===== src/rtl/bcd_to_bin_seq.sv =====
// bcd_to_bin_seq: sequential packed-BCD to binary converter.
// Reverse double-dabble, one shift-and-correct step per clock, with a start/busy/done handshake.
// Optional build macro BCD_DIGIT_CHECK_EN: digits above 9 are rejected in two cycles,
// returning bin=0 with err=1. Without it err is tied low and every digit pattern goes
// through the full shift sequence.
module bcd_to_bin_seq #(
    parameter int unsigned DIGITS = 4,
    parameter int unsigned BIN_W  = 14
) (
    input  logic                  clk,
    input  logic                  reset_p,
    input  logic                  start,
    input  logic [4*DIGITS-1:0]   bcd,
    output logic [BIN_W-1:0]      bin,
    output logic                  busy,
    output logic                  done,
    output logic                  err
);

    localparam int unsigned BcdW = 4 * DIGITS;
    localparam int unsigned SrW  = BcdW + BIN_W;
    localparam int unsigned CntW = $clog2(BIN_W + 1);

    typedef enum logic [1:0] {
        StIdle,
        StShift,
        StFinish
    } state_e;

    state_e              state_q, state_d;
    logic [SrW-1:0]      sr_q, sr_d;
    logic [SrW-1:0]      sr_step;
    logic [CntW-1:0]     cnt_q, cnt_d;
    logic [BIN_W-1:0]    bin_q;
    logic                done_q;
    logic                accept;
    logic                bad_digit;

    assign accept = (state_q == StIdle) && start;

`ifdef BCD_DIGIT_CHECK_EN
    logic inv_q;
    logic err_q;

    // Flag any captured digit outside 0..9
    always_comb begin
        bad_digit = 1'b0;
        for (int i = 0; i < int'(DIGITS); i++) begin
            if (bcd[4*i +: 4] > 4'd9) begin
                bad_digit = 1'b1;
            end
        end
    end

    // Remember the rejection across FINISH and hold err until the next accepted start
    always_ff @(posedge clk) begin
        if (reset_p) begin
            inv_q <= 1'b0;
            err_q <= 1'b0;
        end else begin
            if (accept) begin
                inv_q <= bad_digit;
                err_q <= 1'b0;
            end else if (state_q == StFinish) begin
                err_q <= inv_q;
            end
        end
    end

    assign err = err_q;
`else
    assign bad_digit = 1'b0;
    assign err       = 1'b0;
`endif

    // One reverse double-dabble step: shift right, then take 3 off every BCD digit >= 8
    always_comb begin
        sr_step = sr_q >> 1;
        for (int i = 0; i < int'(DIGITS); i++) begin
            if (sr_step[BIN_W + 4*i + 3]) begin
                sr_step[BIN_W + 4*i +: 4] = sr_step[BIN_W + 4*i +: 4] - 4'd3;
            end
        end
    end

    // Next-state, shift register and iteration counter
    always_comb begin
        state_d = state_q;
        sr_d    = sr_q;
        cnt_d   = cnt_q;
        unique case (state_q)
            StIdle: begin
                if (start) begin
                    sr_d    = {bcd, {BIN_W{1'b0}}};
                    cnt_d   = '0;
                    state_d = bad_digit ? StFinish : StShift;
                end
            end
            StShift: begin
                sr_d  = sr_step;
                cnt_d = cnt_q + CntW'(1);
                if (cnt_q == CntW'(BIN_W - 1)) begin
                    state_d = StFinish;
                end
            end
            StFinish: begin
                state_d = StIdle;
            end
            default: begin
                state_d = StIdle;
            end
        endcase
    end

    // State registers; result and done pulse are produced by the FINISH cycle
    always_ff @(posedge clk) begin
        if (reset_p) begin
            state_q <= StIdle;
            sr_q    <= '0;
            cnt_q   <= '0;
            bin_q   <= '0;
            done_q  <= 1'b0;
        end else begin
            state_q <= state_d;
            sr_q    <= sr_d;
            cnt_q   <= cnt_d;
            done_q  <= (state_q == StFinish);
            if (state_q == StFinish) begin
`ifdef BCD_DIGIT_CHECK_EN
                bin_q <= inv_q ? '0 : sr_q[BIN_W-1:0];
`else
                bin_q <= sr_q[BIN_W-1:0];
`endif
            end
        end
    end

    assign bin  = bin_q;
    assign done = done_q;
    assign busy = (state_q != StIdle);

endmodule


===== config.mk =====
export PLATFORM = sky130hd
export DESIGN_NAME = bcd_to_bin_seq
export DESIGN_NICKNAME = d
export VERILOG_FILES = /design/src/rtl/bcd_to_bin_seq.sv
export SDC_FILE = /design/constraint.sdc
export NUM_CORES = 1
export LEC_CHECK = 0
export CORE_AREA = 2 2 88 90
export CTS_BUF_LIST = sky130_fd_sc_hd__clkbuf_16
export DETAILED_ROUTE_END_ITERATION = 12
export DIE_AREA = 0 0 90 92
export PLACE_DENSITY = 0.56
export SLEW_MARGIN = 20
export SYNTH_ARGS = -nofsm -noshare
export SYNTH_HDL_FRONTEND = slang
export SYNTH_SLANG_ARGS = --single-unit

===== constraint.sdc =====
create_clock -name clk -period 1.5 [get_ports clk]
set_input_delay 0.3 -clock clk [delete_from_list [all_inputs] [get_ports clk]]
set_output_delay 0.3 -clock clk [all_outputs]
set_load 0.01 [all_outputs]

==> flow_summary.toml, run 1 <==
[status]
status = "finished clean"

[pwr]
p_comb_share_pct = 10.9
ir_drop_mv = 0.4747
clkPwrFrac_pct = 42.3
p_leak_uw = 0.001072
switchingPower_uw = 721.0
seq_power_share_pct = 46.8
switching_share_pct = 23.24
total_power_uw = 3102
pwr_density_cell_nw_per_um2 = 1104
p_int_uw = 2381

[logic_synthesis]
synth-edff-count = 0
synth_area_um2 = 2117
synthMuxAreaShare_pct = 0
synth_fp_nets = 243
synth_top_family_by_area = "simple AND/OR/NAND/NOR gates"
synth.distinct_cells = 40
netlist_instances = 219
synthArstFlopShare_pct = 0
synth_fa_ha_area_share_pct = 2.955
ys_ff_latch = 51
syn_avg_cell_area_um2 = 9.667
synth_compound_area_share_pct = 17.61
yosysSeqAreaShare_pct = 48.23
ys_warn_count = 0
synth_xor_area_share_pct = 2.482
synth_flop_cell = "dfxtp_1"
yosys.area_share.simple_pct = 23.11

[clocking]
cts_tree = "built"
cts_buffers = 5
cts_setup_buffers = 0
postCtsHoldBufs = 0
clk_latency_ps = 290
cts-root-buf = "clkbuf_16"
htreeDepth = 2
cts.sink_count = 51
clk_path_buf_depth = 2
cts.clk_slew.worst_paths_ps = 70

[global_route]
grt_remaining_overflow = 0
grt.total_usage_pct = 11.21
grt_max_degree = 18
grt_pass1_vias = 1596
antenna_found_initial = 0
grt_pass1_wl_mm = 7.521

[sta]
grt_setup_unrepaired = "false"
period_minus_slack_ps = 1460
finalCritPeriodShare_pct = 97.34
finClkSkew_ps = 2.542
final.setup.tns_ps = 0
hold_viol = 0
maxSlewViolCount = 0
max_freq_mhz = 684.9
setup_viol = 0

[setup_path]
worstPathMaxFanout = 2
cp_top_family = "buffers and inverters"
cp-end-kind = "output pin"
cp_num_cells = 1
critPathKind = "reg2out"
reg2reg_depth = 5
path_buf_inv = 1
cp_cell_sequence = "clkdlybuf4s50_1"
cpMaxStageDelayCell = "clkdlybuf4s50_1"
arrival_ps = 1160
max_stage_delay_ps = 540
cp_data_required_time_ps = 1200
cp-start-kind = "register"

[drt]
wire_per_inst_um = 12.25
vias = 1680
viasPerCell = 4.590
drtIter0Drc = 38
ant_nets = 0
drt_pass1_iterations = 4
drc_errors = 0
wl_mm = 4.484

[die]
die-area_um2 = 8280
ioPinCount = 36
core_area_um2 = 7447
initial_core_util_pct = 28.43
die_x_um = 90
rows = 32
die_h_um = 92

[layout]
fillers = 783
diodes = 0
layout_commonest_cell = "dfxtp_1"
drive_above_1_share_pct = 14.39
final_cell_mix = "50 x dfxtp_1, 30 x clkdlybuf4s50_1, 28 x nand2_1, 26 x nor2_1"
num-nets-final = 287
area_delta_synth_final_pct = 32.74

[placed_design]
gp_congestion = 0.7059
hpwl_mm = 3.284
io_buffers = 34

[flow_run]
cap_viol_max_count = 0

[worst_hold_path]
hold_path_class = "reg2reg"
whs_path_depth = 2
-- final cells by class --
cell class	instances	area, um2	area share [%]
sequential	51	1022	36.38
multi-input combinational	151	980.9	34.91
timing repair buffer	52	499.2	17.76
tap	102	127.6	4.541
clock buffer	5	125.1	4.452
clock inverter	3	47.55	1.692
inverter	2	7.507	0.2671
-- cells in the mapped netlist, types with 5 or more instances --
cell	n	area, um2
dfxtp_1	51	1021
nand2_1	28	105.1
nor2_1	26	97.59
a21oi_1	16	80.08
a22o_1	15	131.4
nor4_1	8	50.05
xnor2_1	6	52.55
a211oi_1	5	37.54
a221o_1	5	50.05
buf_2	5	25.02
buf_6	5	56.30
ha_1	5	62.56
-- path summary, 6_finish.rpt --
kind,startpoint,end,slack (ps)
worst min register to register,bin[5]$_SDFFE_PP0P_,bin[5]$_SDFFE_PP0P_,450
worst max register to register,state_q[1]$_SDFFE_PP0P_,sr_q[20]$_SDFFE_PP0P_,130
worst min-delay path,bin[5]$_SDFFE_PP0P_,bin[5]$_SDFFE_PP0P_,450
worst max-delay path,bin[2]$_SDFFE_PP0P_,bin[2],40
-- worst reg2reg max path, stage by stage (launching register included) --
cell     delay [ps]
dfxtp_2         340
buf_12          140
o21ba_2         240
nor2_1           50
buf_4           170
a221o_1         330
-- through the flow --
step / cell area, um2 / setup slack [ps] / cells / hold slack, ps / utilization, %
2_1_floorplan: 2117 / 248.4 / 219 / 431.6 / -
3_3_place_gp: 2638 / -339.1 / 358 / 442.9 / 35.42
3_5_place_dp: 2638 / -307.3 / 358 / 445.9 / 35.42
4_1_cts: 2810 / 12.73 / 366 / 455.8 / 37.74
5_1_grt: 2810 / 0.3592 / 366 / 472.7 / 37.74
6_report: 2810 / 39.91 / 366 / 453.5 / 37.74
-- cells by family after synthesis --
family                   after synthesis
AO/OA/AOI/OAI                         49
XOR/XNOR                               6
buffers and inverters                 17
AND/OR/NAND/NOR                       90
other                                  1
flip-flops                            51
adder cells (fa/ha/maj)                5
-- layer usage --
layer	GRT usage, %	up-vias	routed length, um
met5	0	-	0
met2	18.30	33	2009
met3	3.205	2	184
met4	3.077	0	26
met1	14.56	781	2263
li1	-	864	-
-- flip-flops by register name (all words and copies together), names as in the netlist --
signal and flops:
done 1, cnt_q 4, state_q 2, sr_q 30, bin 14
-- repair_timing --
action | CTS | global route
resized for setup | 4 | 3
endpoints found under the setup margin | 3 | 3
cloned | 0 | 0
-- power groups by stage --
stage | logic, uW | clock network (uW) | registers (uW)
after global routing | 372 | 1390 | 1460
final | 339 | 1310 | 1450
after CTS | 344 | 1330 | 1450
after floorplan | 226 | 0 | 1470
after global placement | 342 | 0 | 1480
after detailed placement | 344 | 0 | 1480
Note: power is estimated with default switching activity, not from simulation.
==> inputs of run 2 (changes only) <==
==> constraint.sdc (replaced) <==
create_clock -name clk -period 1.7 [get_ports clk]
set_input_delay 0.34 -clock clk [delete_from_list [all_inputs] [get_ports clk]]
set_output_delay 0.34 -clock clk [all_outputs]
set_load 0.01 [all_outputs]
==> run 2 against run 1 <==
Against the previous run:
- clock power is 15% lower
- combinational power shrank 11%
- die area unchanged
- sequential power fell by 12%
- critical path depth grew 1
- via count down 0.30%
- flip-flop and latch count did not move
==> flow_summary.toml, run 2 (synthesis gave the netlist of run 1 again) <==
[global_route]
grt_max_degree = 17
grt_pass1_vias = 1596
antenna_found_initial = 0
grt_pass1_wl_mm = 7.824
grt_remaining_overflow = 0
grt.total_usage_pct = 11.68

[placed_design]
io_buffers = 34
hpwl_mm = 3.319
gp_congestion = 0.7464
placed_area_um2 = 2618
placed_cells = 357

[layout]
largest_register_ff_count = 30
area_delta_synth_final_pct = 31.27
instances_no_fill = 364
layout_commonest_cell = "dfxtp_1"
diodes = 0
regMostFlops = "sr_q"
drive_above_1_share_pct = 12.98
num-nets-final = 286
utilization_pct = 37.32
final_cell_mix = "51 x dfxtp_1, 33 x clkdlybuf4s50_1, 28 x nand2_1, 26 x nor2_1"
stdcell_area_um2 = 2779

[setup_path]
reg2reg_to = "sr_q[20]$_SDFFE_PP0P_"
max_stage_delay_ps = 310
arrival_ps = 1180
cp_data_required_time_ps = 1360
cp-endpoint = "busy"
r2r-start = "state_q[1]$_SDFFE_PP0P_"
reg2reg_slack_ps = 320
reg2reg_depth = 5
crit_path_start = "state_q[1]$_SDFFE_PP0P_"
cp-start-kind = "register"
cp_num_cells = 2
cp-end-kind = "output pin"
cp_top_family = "flip-flops"
worstPathMaxFanout = 2
path_buf_inv = 1
critPathKind = "reg2out"
cpMaxStageDelayCell = "dfxtp_1"
cp_cell_sequence = "or2_2 -> dlygate4sd2_1"

[clocking]
htreeDepth = 2
cts_buffers = 5
cts.clk_slew.worst_paths_ps = 70
cts_tree = "built"
cts_setup_buffers = 0
cts.sink_count = 51
clk_path_buf_depth = 2
cts-root-buf = "clkbuf_16"
clk_latency_ps = 280

[drt]
drc_errors = 0
vias = 1675
viasPerCell = 4.602
drt_pass1_iterations = 4
wire_per_inst_um = 12.66
drtIter0Drc = 43
wl_mm = 4.610
ant_nets = 0

[sta]
maxSlewHeadroom_pct = 61.31
maxSlewViolCount = 0
max_freq_mhz = 657.9
period_minus_slack_ps = 1520
finClkSkew_ps = 3.773
final.setup.tns_ps = 0
hold_viol = 0
tightest_slew_ps = 580.3
grt_setup_unrepaired = "false"
setup_viol = 0
finalCritPeriodShare_pct = 89.42

[die]
die_h_um = 92
rows = 32
die-area_um2 = 8280
ioPinCount = 36
initial_core_util_pct = 28.43
core_area_um2 = 7447
die_x_um = 90

[pwr]
total_power_uw = 2694
p_leak_uw = 0.001019
ir_drop_mv = 0.4601
pwr_density_cell_nw_per_um2 = 969.6

[flow_run]
cap_viol_max_count = 0

[worst_hold_path]
hold_path_class = "reg2reg"

[status]
status = "finished clean"
run 2: cell count changes in the layout (fill, tap and decap cells not counted), sizes merged:
| cell | before | now |
|---|---|---|
| clkdlybuf4s50 | 30 | 33 |
| clkinv | 1 | 0 |
| inv | 3 | 2 |
| clkbuf | 6 | 5 |
| dlymetal6s2s | 2 | 0 |
| clkinvlp | 0 | 1 |
| buf | 18 | 17 |
run 2: report_power, final:
| part | internal (uW) | total, uW | switching (uW) |
|---|---|---|---|
| clock | 686 | 1110 | 423 |
| sequential | 1240 | 1280 | 46.1 |
| combinational | 165 | 302 | 137 |
run 2: routing by layer:
layer / up-vias / global-route usage, % / routed length, um
li1: 859 / - / -
met1: 765 / 15.55 / 2271
met2: 44 / 18.67 / 2071
met3: 7 / 2.794 / 204
met4: 0 / 3.846 / 63
met5: - / 0 / 0
run 2: final cells by class:
class                      count  area (um2)
clock buffer                   5       125.1
clock inverter                 2       37.54
fill                         789        4668
inverter                       2       7.507
multi-input combinational    151       980.9
sequential                    51        1021
tap                          102       127.6
timing repair buffer          51       479.2
run 2: worst min path at each step:
stage                    startpoint             endpoint  slack, ps  depth (start not counted)
2_1_floorplan  sr_q[0]$_SDFFE_PP0P_  bin[0]$_SDFFE_PP0P_        430                          2
3_3_place_gp    bin[5]$_SDFFE_PP0P_  bin[5]$_SDFFE_PP0P_        440                          2
3_5_place_dp    bin[7]$_SDFFE_PP0P_  bin[7]$_SDFFE_PP0P_        450                          2
4_1_cts         bin[7]$_SDFFE_PP0P_  bin[7]$_SDFFE_PP0P_        460                          2
5_1_grt         bin[4]$_SDFFE_PP0P_  bin[4]$_SDFFE_PP0P_        470                          2
6_report        bin[6]$_SDFFE_PP0P_  bin[6]$_SDFFE_PP0P_        450                          2
run 2: worst reg2reg max path, stage by stage (launching register included):
cell,delay (ps)
dfxtp_1,310
buf_4,180
o21ba_2,250
nor2_1,50
buf_4,150
a221o_1,330
run 2: metrics by stage:
step | worst slack (ps) | hold slack (ps)
floorplan | 448.4 | 431.6
CTS | 168.4 | 455.4
global route | 118.3 | 468.5
detailed placement | -51.51 | 446.2
finish | 179.9 | 452.7
global placement | -26.41 | 442.9
run 2: what timing repair did:
| item | in CTS | in global routing |
|---|---|---|
| endpoints found under the setup margin | 1 | 0 |
| gates resized for setup | 1 | 0 |
| hold buffers | 0 | 0 |
==> inputs of run 3 (changes only) <==
==> config.mk (replaced) <==
export PLATFORM = sky130hd
export DESIGN_NAME = bcd_to_bin_seq
export DESIGN_NICKNAME = d
export VERILOG_FILES = /design/src/rtl/bcd_to_bin_seq.sv
export SDC_FILE = /design/constraint.sdc
export NUM_CORES = 1
export LEC_CHECK = 0
export CORE_AREA = 2 2 65 67
export DETAILED_ROUTE_END_ITERATION = 12
export DIE_AREA = 0 0 67 69
export PLACE_DENSITY = 0.88
export SLEW_MARGIN = 20
export SYNTH_ARGS = -nofsm -noshare
export SYNTH_HDL_FRONTEND = slang
export SYNTH_SLANG_ARGS = --single-unit
==> run 3 against run 2 <==
Against the previous run:
- global-route usage up 8.3 points
- wire length fell by 9.4%
- total power shrank 5.0%
- sequential share of layout area grew 1.7 points
- register-to-register slack got worse by 150 ps
- clock skew increased by 4.9 ps
- clock power fell by 11%
- worst setup slack got worse by 74 ps
==> flow_summary.toml, run 3 (synthesis gave the netlist of run 1 again) <==
[pwr]
switching_share_pct = 22.58
ir_drop_mv = 0.4921
pwr_density_cell_nw_per_um2 = 963.4
p_int_uw = 1982
clkPwrFrac_pct = 38.5
switchingPower_uw = 578.0
seq_power_share_pct = 50.0
p_leak_uw = 0.0009894
total_power_uw = 2560
p_comb_share_pct = 11.5

[drt]
drtIter0Drc = 140
drc_errors = 0
viasPerCell = 5.469
ant_nets = 0
wire_per_inst_um = 13.51
wl_mm = 4.176
drt_pass1_iterations = 4
vias = 1690

[die]
die_h_um = 69
initial_core_util_pct = 54.09
core_area_um2 = 3914
die-area_um2 = 4623
ioPinCount = 36
die_x_um = 67
rows = 23

[layout]
diodes = 0
final_cell_mix = "51 x dfxtp_1, 33 x clkdlybuf4s50_1, 28 x nand2_1, 26 x nor2_1, 16 x a21oi_1"
layout_commonest_cell = "dfxtp_1"
largest_register_ff_count = 30
regMostFlops = "sr_q"
area_delta_synth_final_pct = 25.53
utilization_pct = 67.90
drive_above_1_share_pct = 11.97
num-nets-final = 282

[flow_run]
cap_viol_max_count = 0

[global_route]
grt_remaining_overflow = 0
antenna_found_initial = 0
grt.total_usage_pct = 19.94
grt_pass1_wl_mm = 7.231
grt_pass1_vias = 1568
grt_max_degree = 23

[clocking]
clk_latency_ps = 300
cts-root-buf = "clkbuf_8"
cts_buffers = 5
htreeDepth = 2
cts.clk_slew.worst_paths_ps = 90
cts_tree = "built"
cts.sink_count = 51
clk_path_buf_depth = 2
cts_setup_buffers = 0

[sta]
max_freq_mhz = 627.2
maxSlewViolCount = 0
grt_setup_unrepaired = "false"
hold_viol = 0
finClkSkew_ps = 8.647
setup_viol = 0
period_minus_slack_ps = 1594
maxSlewHeadroom_pct = 62.48
finalCritPeriodShare_pct = 93.79
tightest_slew_ps = 562.9

[setup_path]
r2r-start = "state_q[0]$_SDFFE_PP0P_"
worstPathMaxFanout = 6
cp_data_required_time_ps = 1360
critPathKind = "reg2out"
reg2reg_depth = 4
reg2reg_slack_ps = 170
arrival_ps = 1250
cp-start-kind = "register"
cp-end-kind = "output pin"
reg2reg_to = "sr_q[24]$_SDFFE_PP0P_"

[worst_hold_path]
hold_path_class = "reg2reg"
whs_path_depth = 2
min_from = "sr_q[0]$_SDFFE_PP0P_"
whs_endpoint = "bin[0]$_SDFFE_PP0P_"

[placed_design]
io_buffers = 34
hpwl_mm = 2.958
gp_congestion = 0.8247

[status]
status = "finished clean"
[run 3: cell type report]
class | count | area, um2
tap | 50 | 62.56
multi-input combinational | 151 | 980.9
sequential | 51 | 1021
inverter | 2 | 7.507
clock inverter | 3 | 67.56
timing repair buffer | 47 | 449.2
clock buffer | 5 | 68.82
fill | 340 | 1256
[run 3: worst max-delay path, cell delays in order, from the launching register on]
cell and delay (ps):
dfxtp_1 350, or2_2 310, dlygate4sd2_1 290
[run 3: worst max path at each step]
stage / slack [ps] / cells past startpoint / end / start
6_report: 110 / 2 / busy / state_q[1]$_SDFFE_PP0P_
5_1_grt: 30 / 4 / sr_q[24]$_SDFFE_PP0P_ / state_q[0]$_SDFFE_PP0P_
4_1_cts: 100 / 2 / busy / state_q[1]$_SDFFE_PP0P_
3_5_place_dp: -70 / 5 / sr_q[26]$_SDFFE_PP0P_ / start
3_3_place_gp: -30 / 5 / sr_q[25]$_SDFFE_PP0P_ / start
2_1_floorplan: 450 / 5 / sr_q[25]$_SDFFE_PP0P_ / state_q[1]$_SDFFE_PP0P_
[run 3: routing by layer]
layer | vias up | global-route usage, % | share of wire [%]
met5 | - | 0 | 0
met4 | 0 | 6.122 | 1.4
met3 | 6 | 4.894 | 4.2
met2 | 44 | 32.12 | 48
met1 | 787 | 26.01 | 46
li1 | 853 | - | -
[run 3: what timing repair did]
item	CTS	global route
hold buffers	0	0
endpoints found under the setup margin	1	0
resized for setup	1	0
[run 3: per-stage QoR]
step / area [um2] / TNS (ps) / setup slack (ps) / hold slack [ps] / cells
2_1_floorplan: 2117 / 0 / 448.4 / 431.6 / 219
6_report: 2658 / 0 / 105.6 / 452.4 / 309
4_1_cts: 2658 / 0 / 99.45 / 455.5 / 309
3_5_place_dp: 2522 / -484.1 / -73.21 / 444.4 / 301
3_3_place_gp: 2522 / -175.0 / -32.80 / 441.4 / 301
5_1_grt: 2658 / 0 / 28.55 / 467.4 / 309
[run 3: power by group through the flow]
stage / Sequential (uW) / Clock (uW) / Combinational (uW)
3_3_place_gp: 1310 / 0 / 286
2_1_floorplan: 1300 / 0 / 199
5_1_grt: 1290 / 1040 / 325
4_1_cts: 1280 / 986 / 296
6_report: 1280 / 985 / 294
3_5_place_dp: 1310 / 0 / 295
